### config.mk
export PLATFORM = sky130hd
export DESIGN_NAME = pwm_gen
export DESIGN_NICKNAME = d
export VERILOG_FILES = /design/src/rtl/pwm_gen.sv
export SDC_FILE = /design/constraint.sdc
export NUM_CORES = 1
export LEC_CHECK = 0
export ABC_AREA = 0
export BUFFER_PORTS_ARGS = -buffer_cell sky130_fd_sc_hd__buf_2
export CORE_MARGIN = 2
export CORE_UTILIZATION = 25
export DETAILED_ROUTE_END_ITERATION = 6
export GPL_TIMING_DRIVEN = 0
export PLACE_DENSITY = 0.52
export SLEW_MARGIN = 20
export SYNTH_ARGS = -nofsm -noshare
export SYNTH_HDL_FRONTEND = slang
export SYNTH_SLANG_ARGS = --single-unit
### constraint.sdc
create_clock -name clk -period 2.9 [get_ports clk]
set_input_delay 0 -clock clk [delete_from_list [all_inputs] [get_ports clk]]
set_output_delay 0 -clock clk [all_outputs]
set_load 0.05 [all_outputs]
### src/rtl/pwm_gen.sv
`default_nettype none
// ============================================================================
// Module   : pwm_gen
// Brief    : Double-buffered PWM generator driven by an external free-running
//            counter, with start-up / run / end-of-period stop sequencing.
// Revision : 1.0 - initial release
// ============================================================================
module pwm_gen #(
    parameter int N = 8
) (
    input  logic         clk,
    input  logic         rst,
    input  logic [N-1:0] count,
    input  logic         ovf,
    input  logic         cnt_en,
    input  logic [N:0]   duty_in,
    input  logic         duty_valid,
    output logic         duty_ready,
    input  logic         stop,
    output logic         pwm,
    output logic         period_done,
    output logic         busy
);

    typedef enum logic [1:0] {
        S_IDLE  = 2'd0,
        S_ARMED = 2'd1,
        S_RUN   = 2'd2
    } state_t;

    localparam logic [N:0] c_full_duty = {1'b1, {N{1'b0}}};

    state_t     r_state;
    state_t     w_state_nxt;
    logic [N:0] r_duty_sh;
    logic [N:0] r_duty_act;
    logic       r_pending;
    logic       r_stop_req;
    logic       r_period_done;

    logic       w_wrap;
    logic       w_accept;
    logic       w_clear;
    logic       w_load;
    logic [N:0] w_duty_clamped;

    assign w_wrap         = ovf & cnt_en;
    assign w_accept       = duty_valid & ~r_pending;
    assign w_duty_clamped = (duty_in > c_full_duty) ? c_full_duty : duty_in;

    always_ff @(posedge clk) begin
        if (rst) begin
            r_state <= S_IDLE;
        end else begin
            r_state <= w_state_nxt;
        end
    end

    // w_clear wipes every duty register; stop always outranks a pending load.
    always_comb begin
        w_state_nxt = r_state;
        w_clear     = 1'b0;
        w_load      = 1'b0;
        case (r_state)
            S_IDLE: begin
                if (stop) begin
                    w_clear = 1'b1;
                end else if (w_accept) begin
                    w_state_nxt = S_ARMED;
                end
            end
            S_ARMED: begin
                if (stop) begin
                    w_clear     = 1'b1;
                    w_state_nxt = S_IDLE;
                end else if (w_wrap) begin
                    w_load      = 1'b1;
                    w_state_nxt = S_RUN;
                end
            end
            S_RUN: begin
                if (w_wrap) begin
                    if (r_stop_req) begin
                        w_clear     = 1'b1;
                        w_state_nxt = S_IDLE;
                    end else begin
                        w_load = r_pending;
                    end
                end
            end
            default: begin
                w_clear     = 1'b1;
                w_state_nxt = S_IDLE;
            end
        endcase
    end

    always_ff @(posedge clk) begin
        if (rst) begin
            r_duty_sh     <= '0;
            r_duty_act    <= '0;
            r_pending     <= 1'b0;
            r_stop_req    <= 1'b0;
            r_period_done <= 1'b0;
        end else begin
            r_period_done <= w_wrap && (r_state == S_RUN);
            if (w_clear) begin
                r_duty_sh  <= '0;
                r_duty_act <= '0;
                r_pending  <= 1'b0;
                r_stop_req <= 1'b0;
            end else begin
                // load and accept are exclusive: accept needs pending low
                if (w_load) begin
                    r_duty_act <= r_duty_sh;
                    r_pending  <= 1'b0;
                end
                if (w_accept) begin
                    r_duty_sh <= w_duty_clamped;
                    r_pending <= 1'b1;
                end
                if (stop && (r_state == S_RUN)) begin
                    r_stop_req <= 1'b1;
                end
            end
        end
    end

    assign pwm         = (r_state == S_RUN) && ({1'b0, count} < r_duty_act);
    assign duty_ready  = ~r_pending;
    assign period_done = r_period_done;
    assign busy        = (r_state != S_IDLE);

endmodule
`default_nettype wire

==> metrics.cfg, run 1 <==
[outcome]
status = finished clean

[floorplanning]
std_cell_rows = 24
pin_count = 27
chipWidth_um = 72.45
die-area_sq_mm = 0.005248
initial_core_util = 0.2635
core_area_sq_mm = 0.004444
die_h_um = 72.45

[sta]
slew_viol_final = 0
rsz0062_at_grt = false
min_period_over_period = 0.6123
hold_viol_final = 0
fin_crit_ns = 1.776
setup_viol = 0
tns_ns = 0
relSlewSlack = 0.6571
finClkSkew_ns = 0.003406
tightest_slew_ns = 0.5144
fmax_mhz = 563.1

[global_route]
grt_pass1_vias = 921
grt_max_degree = 14
antenna_found_initial = 0
gr-total-overflow = 0
grt_pass1_wl_um = 4236
grt_use_total = 0.1050

[critical_path]
cp_max_fo = 2
start_kind = flip-flop
worst_ep_arrival_time_ns = 1.78
worstSetupPathType = flip-flop to output pin
required_ns = 2.90
rr_worst_depth = 7
crit_chain = inv_1 > ha_1 > a21o_1 > a211oi_1 > o221a_2 > buf_2
worst_path_dominant_cell_family = compound AO/OA/AOI/OAI gates
timing.rr.start = r_state[0]
cpPeakStageDelay_ns = 0.34
reg2reg_setup_slack_ns = 1.18
endpoint_kind = output pin
timing.critical_path.buf_inv = 2
critPathSlowestCell = dfxtp_1
r2r_end = r_duty_act[7]

[yosys]
synth_seq_cells = 23
ys_types = 30
yosysSeqAreaShare = 0.3932
syn_nets = 163
syn_avg_cell_area_sq_um = 9.078
yosys_warnings = 0
syn_inst = 129
netlist_area_sq_mm = 0.001171

[route]
ant_nets = 0
drt-initial-drc-count = 23
via_per_inst = 4.576
wl_met3_um = 125
wl_met1_um = 1241
wl_um = 2522
dr_wl_met2_um = 1138
drc = 0
highest_layer = met4
wl_per_cell_um = 12.01
vias = 961
firstDrtPassIters = 4

[place]
place_hpwl_um = 1911
io_buffers = 25
gp_congestion = 0.8085

[final_layout]
area_growth_pct = 20.19
fin_nets = 193
fin_util = 0.3167
drive_above_1_share = 0.2342
num_antenna_cells = 0

[worst_hold_path]
hold_end = r_stop_req
hold_path.startpoint = stop
holdCritPathClass = input pin to flip-flop
hold_depth = 3

[cts]
ctsResizeCount = 0
clkLatencyLatePin_ns = 0.27
cts_max_level = 1
clock_path_buffers = 2
cts_setup_buffers = 0
clk_pin_slew_ns = 0.09
postCtsHoldBufs = 0
cts_tree = yes
cts_sinks = 23
cts_buffers = 3
cts_root_buffer = clkbuf_8

[power]
leakage_nw = 0.5683
max-vdd-ir-drop_v = 0.0002452
power_density_mw_per_mm2 = 515.4

[run]
max_cap_violations = 0

-- sequential cells by signal, indices dropped and copies added, names as in the netlist --
register,count
r_stop_req,1
r_duty_sh,9
r_duty_act,9
period_done,1
r_pending,1
r_state,2
-- final cells by class --
cell class / count / area (sq um)
Buffer: 6 / 32.53
Clock buffer: 3 / 41.29
Clock inverter: 1 / 5.005
Fill cell: 499 / 3037
Inverter: 12 / 45.04
Multi-Input combinational cell: 88 / 633.1
Sequential cell: 23 / 460.4
Tap cell: 52 / 65.06
Timing Repair Buffer: 25 / 125.1
-- synth_stat cells (all sizes together) --
| cell type | n | area share |
|---|---|---|
| nor3b | 8 | 0.051 |
| and3 | 1 | 0.0053 |
| o221a | 1 | 0.0096 |
| o31ai | 1 | 0.0064 |
| a21o | 2 | 0.013 |
| a21oi | 14 | 0.060 |
| dfxtp | 23 | 0.39 |
| nor2b | 1 | 0.0053 |
| or3b | 1 | 0.0096 |
| ha | 11 | 0.12 |
| o211ai | 1 | 0.0064 |
| nand2 | 1 | 0.0032 |
| nand3 | 2 | 0.0085 |
| clkbuf | 3 | 0.0096 |
| or2b | 1 | 0.0064 |
| nor2 | 22 | 0.071 |
| and4 | 1 | 0.0075 |
| and4b | 1 | 0.0085 |
| buf | 3 | 0.018 |
| a21boi | 1 | 0.0064 |
| mux2i | 10 | 0.085 |
| a211oi | 1 | 0.0064 |
| nand3b | 1 | 0.0064 |
| nand2b | 3 | 0.022 |
| inv | 12 | 0.038 |
| o21ai | 2 | 0.012 |
| mux2 | 1 | 0.013 |
-- power by group --
part | total, mW | switching (mW) | leakage, nW | internal (mW)
clock | 0.204 | 0.108 | 0.0255 | 0.0960
sequential | 0.339 | 0.00997 | 0.186 | 0.329
combinational | 0.182 | 0.111 | 0.357 | 0.0715
total | 0.725 | 0.229 | 0.568 | 0.497
-- metal layers --
metal,up-vias,global-route usage
met4,0,0.01852
li1,495,-
met1,439,0.1387
met5,-,0
met2,23,0.1682
met3,4,0.03611
-- stage by stage --
stage	power (mW)	instance area (sq um)	setup slack [ns]	hold slack (ns)	std cells
2_1_floorplan	0.4765	1171	1.336	0.1420	129
3_3_place_gp	0.5298	1361	1.215	0.3035	206
3_5_place_dp	0.5295	1361	1.205	0.3043	206
4_1_cts	0.7369	1408	1.090	0.02413	210
5_1_grt	0.7665	1408	0.9898	0.04706	210
6_report	0.7255	1408	1.124	0.02988	210
-- worst max-delay path by stage --
stage                   from            end  slack (ns)  cells after the start
2_1_floorplan     r_state[0]     r_state[1]        1.34                      5
3_3_place_gp      r_state[0]     r_state[1]        1.22                      5
3_5_place_dp      r_state[0]  r_duty_act[7]        1.20                      7
4_1_cts        r_duty_act[1]            pwm        1.09                      6
5_1_grt           r_state[0]  r_duty_act[5]        0.99                      7
6_report       r_duty_act[1]            pwm        1.12                      6
-- placed cells by master, fill, tap and decap left out, drive strengths merged --
| master | instances |
|---|---|
| o211ai | 1 |
| nand2 | 1 |
| nor2 | 22 |
| inv | 12 |
| nor3b | 8 |
| a21oi | 14 |
| a211oi | 1 |
| and4 | 1 |
| nand2b | 3 |
| a21boi | 1 |
| or2b | 1 |
| nand3 | 2 |
| o31ai | 1 |
| clkbuf | 6 |
| mux2 | 1 |
| ha | 11 |
| o21ai | 2 |
| clkinv | 1 |
| mux2i | 10 |
| and3 | 1 |
| or3b | 1 |
| dfxtp | 23 |
| nand3b | 1 |
| a21o | 2 |
| buf | 28 |
| o221a | 1 |
| nor2b | 1 |
| and4b | 1 |
-- worst register-to-register path: cells and delay by family (launching register included) --
kind / cells / cell delay (ns)
AOI/OAI and AO/OA: 1 / 0.14
adders and majority gates: 1 / 0.29
buffers and inverters: 2 / 0.42
DFF: 1 / 0.34
muxes: 1 / 0.23
and+or+nand+nor: 2 / 0.18
-- cell families (layout without fill, tap and decap cells) --
group           after synthesis  in the layout  share of synthesized area
flops                        23             23                     0.3932
compound gates               23             23                     0.1197
buf+inv                      18             47                    0.06624
fa+ha+maj                    11             11                     0.1175
mux                          11             11                    0.09829
simple gates                 43             43                     0.2051
Note: power is estimated with default switching activity, not from simulation.
==> run 2: changes to the inputs <==
PLACE_DENSITY = 0.54   (was 0.52)
clock period = 1.5 ns   (was 2.9 ns; I/O delays follow)
==> metrics.cfg, run 2 (synthesis gave the netlist of run 1 again) <==
[sta]
min_period_over_period = 1.072
setup_viol = 2  ; +2
rsz0062_at_grt = true
fin_ws_ns = -0.1083  ; -1.233 ns
tightest_slew_ns = 0.3760  ; -0.1384 ns
hold_viol_final = 0  ; unchanged
fmax_mhz = 621.8
slew_viol_final = 0  ; unchanged
finClkSkew_ns = 0.002955  ; -0.0004516 ns
fin_crit_ns = 1.608
relSlewSlack = 0.7493  ; +0.09226

[final_layout]
reg_top3 = r_duty_act x9, r_duty_sh x9, r_state x2
final_cell_mix = buf_2, nor2_1, dfxtp_1
mostFrequentLayoutCell = buf_2
area_growth_pct = 38.89
fin_nets = 200  ; +3.6%
fin_util = 0.3660  ; +0.04927
seq_area_sq_um = 474.2  ; +3.0%
fillerInstances = 467  ; -6.4%
multi_input_area_sq_um = 755.7  ; +19%
num_antenna_cells = 0  ; unchanged
drive_above_1_share = 0.4242  ; +0.1901
design_area_sq_mm = 0.001627  ; +16%

[place]
gp_congestion = 0.7073  ; -13%
place_hpwl_um = 1819  ; -4.8%
dp_worst_setup_slack_ns = -0.06299  ; -1.268 ns
placed_area_sq_mm = 0.001383  ; +1.6%
io_buffers = 25  ; unchanged

[outcome]
status = finished with violations
violations = negative setup slack

[cts]
cts_tree = yes
clock_path_buffers = 2  ; unchanged
clk_pin_slew_ns = 0.08  ; about the same
cts_root_buffer = clkbuf_8
cts_sinks = 23  ; unchanged
clkLatencyLatePin_ns = 0.26  ; about the same
cts_buffers = 3  ; unchanged
cts_max_level = 1  ; unchanged

[floorplanning]
chipWidth_um = 72.45  ; unchanged
core_area_sq_mm = 0.004444  ; unchanged
die_h_um = 72.45  ; unchanged
die-area_sq_mm = 0.005248  ; unchanged
std_cell_rows = 24  ; unchanged
initial_core_util = 0.2635  ; unchanged
pin_count = 27  ; unchanged

[power]
leakage_nw = 0.6344  ; +12%
max-vdd-ir-drop_v = 0.0002831  ; +15%
power_density_mw_per_mm2 = 947.7  ; +84%

[critical_path]
critPathSlowestCell = dfxtp_2
rr_worst_depth = 5  ; -2
start_kind = flip-flop
timing.critical_path.buf_inv = 2  ; unchanged
timing.rr.start = r_state[0]
worst_ep_arrival_time_ns = 1.61  ; -0.17 ns
required_ns = 1.50  ; -1.40 ns
reg2reg_setup_slack_ns = -0.04  ; -1.22 ns
crit_chain = inv_2 > ha_4 > a21o_1 > a211oi_2 > o221a_2 > buf_8
worstSetupPathType = flip-flop to output pin
worst_path_dominant_cell_family = compound AO/OA/AOI/OAI gates
cpPeakStageDelay_ns = 0.34  ; about the same
r2r_end = r_state[1]
cp_max_fo = 2  ; unchanged
endpoint_kind = output pin
startpoint = r_duty_act[1]

[worst_hold_path]
hold_depth = 3  ; unchanged
hold_path.startpoint = stop
holdCritPathClass = input pin to flip-flop
hold_end = r_stop_req

[route]
via_per_inst = 4.359  ; -4.7%
drt-initial-drc-count = 22  ; -4.3%
wl_per_cell_um = 11.87  ; -1.2%
ant_nets = 0  ; unchanged
vias = 946  ; -1.6%
drc = 0  ; unchanged
firstDrtPassIters = 4  ; unchanged
wl_um = 2576  ; +2.1%

[global_route]
gr-total-overflow = 0  ; unchanged
antenna_found_initial = 0  ; unchanged
grt_pass1_vias = 978  ; +6.2%
grt_pass1_wl_um = 4457  ; +5.2%
grt_use_total = 0.1074  ; +0.002400
grt_max_degree = 14  ; unchanged

[run]
max_cap_violations = 0  ; unchanged

[run 2: cell types whose count changed in the layout (fill, tap and decap cells not counted), sizes merged]
cell,before,now
buf,28,35
[run 2: worst max path at each step]
stage / end / slack, ns / cells after the start
after detailed placement: r_state[1] / -0.06 / 6
after CTS: pwm / -0.12 / 6
after global placement: r_state[1] / -0.06 / 6
final: pwm / -0.11 / 6
after floorplan: r_state[1] / 0.007 / 6
after global routing: pwm / -0.19 / 6
[run 2: area by class of cell]
cell class	count	area share
multi-input combinational	88	0.4646
sequential	23	0.2915
timing repair buffer	32	0.1177
tap	52	0.04000
inverter	12	0.03231
clock buffer	3	0.02538
buffer	6	0.02538
clock inverter	1	0.003077
[run 2: what timing repair did]
item,4_1_cts,5_1_grt
resized for setup,32,7
endpoints found under the setup margin,12,22
hold buffers,0,0
buffers inserted,4,2
gates cloned,1,0
pin swaps,10,4
[run 2: power by group]
part | internal, mW | switching [mW]
clock network | 0.185 | 0.198
registers | 0.643 | 0.0338
logic | 0.227 | 0.255
[run 2: routing by layer]
layer	wire (um)	GRT usage
met1	1295	0.1476
met2	1200	0.1692
met3	80	0.01528
met4	0	0.04321
met5	0	0
[run 2: per-stage QoR]
stage	hold WS, ns	cells	setup TNS (ns)	power, mW
2_1_floorplan	0.1420	129	0	0.9359
3_3_place_gp	0.3024	206	-0.4751	1.033
3_5_place_dp	0.3026	206	-0.5103	1.031
4_1_cts	0.03564	215	-0.1424	1.488
5_1_grt	0.05816	217	-0.2925	1.635
6_report	0.03900	217	-0.1498	1.541
[run 2: tightest hold or removal path, stage by stage]
cell	delay, ns
buf_2	0.13
a21oi_1	0.07
nor2_1	0.07
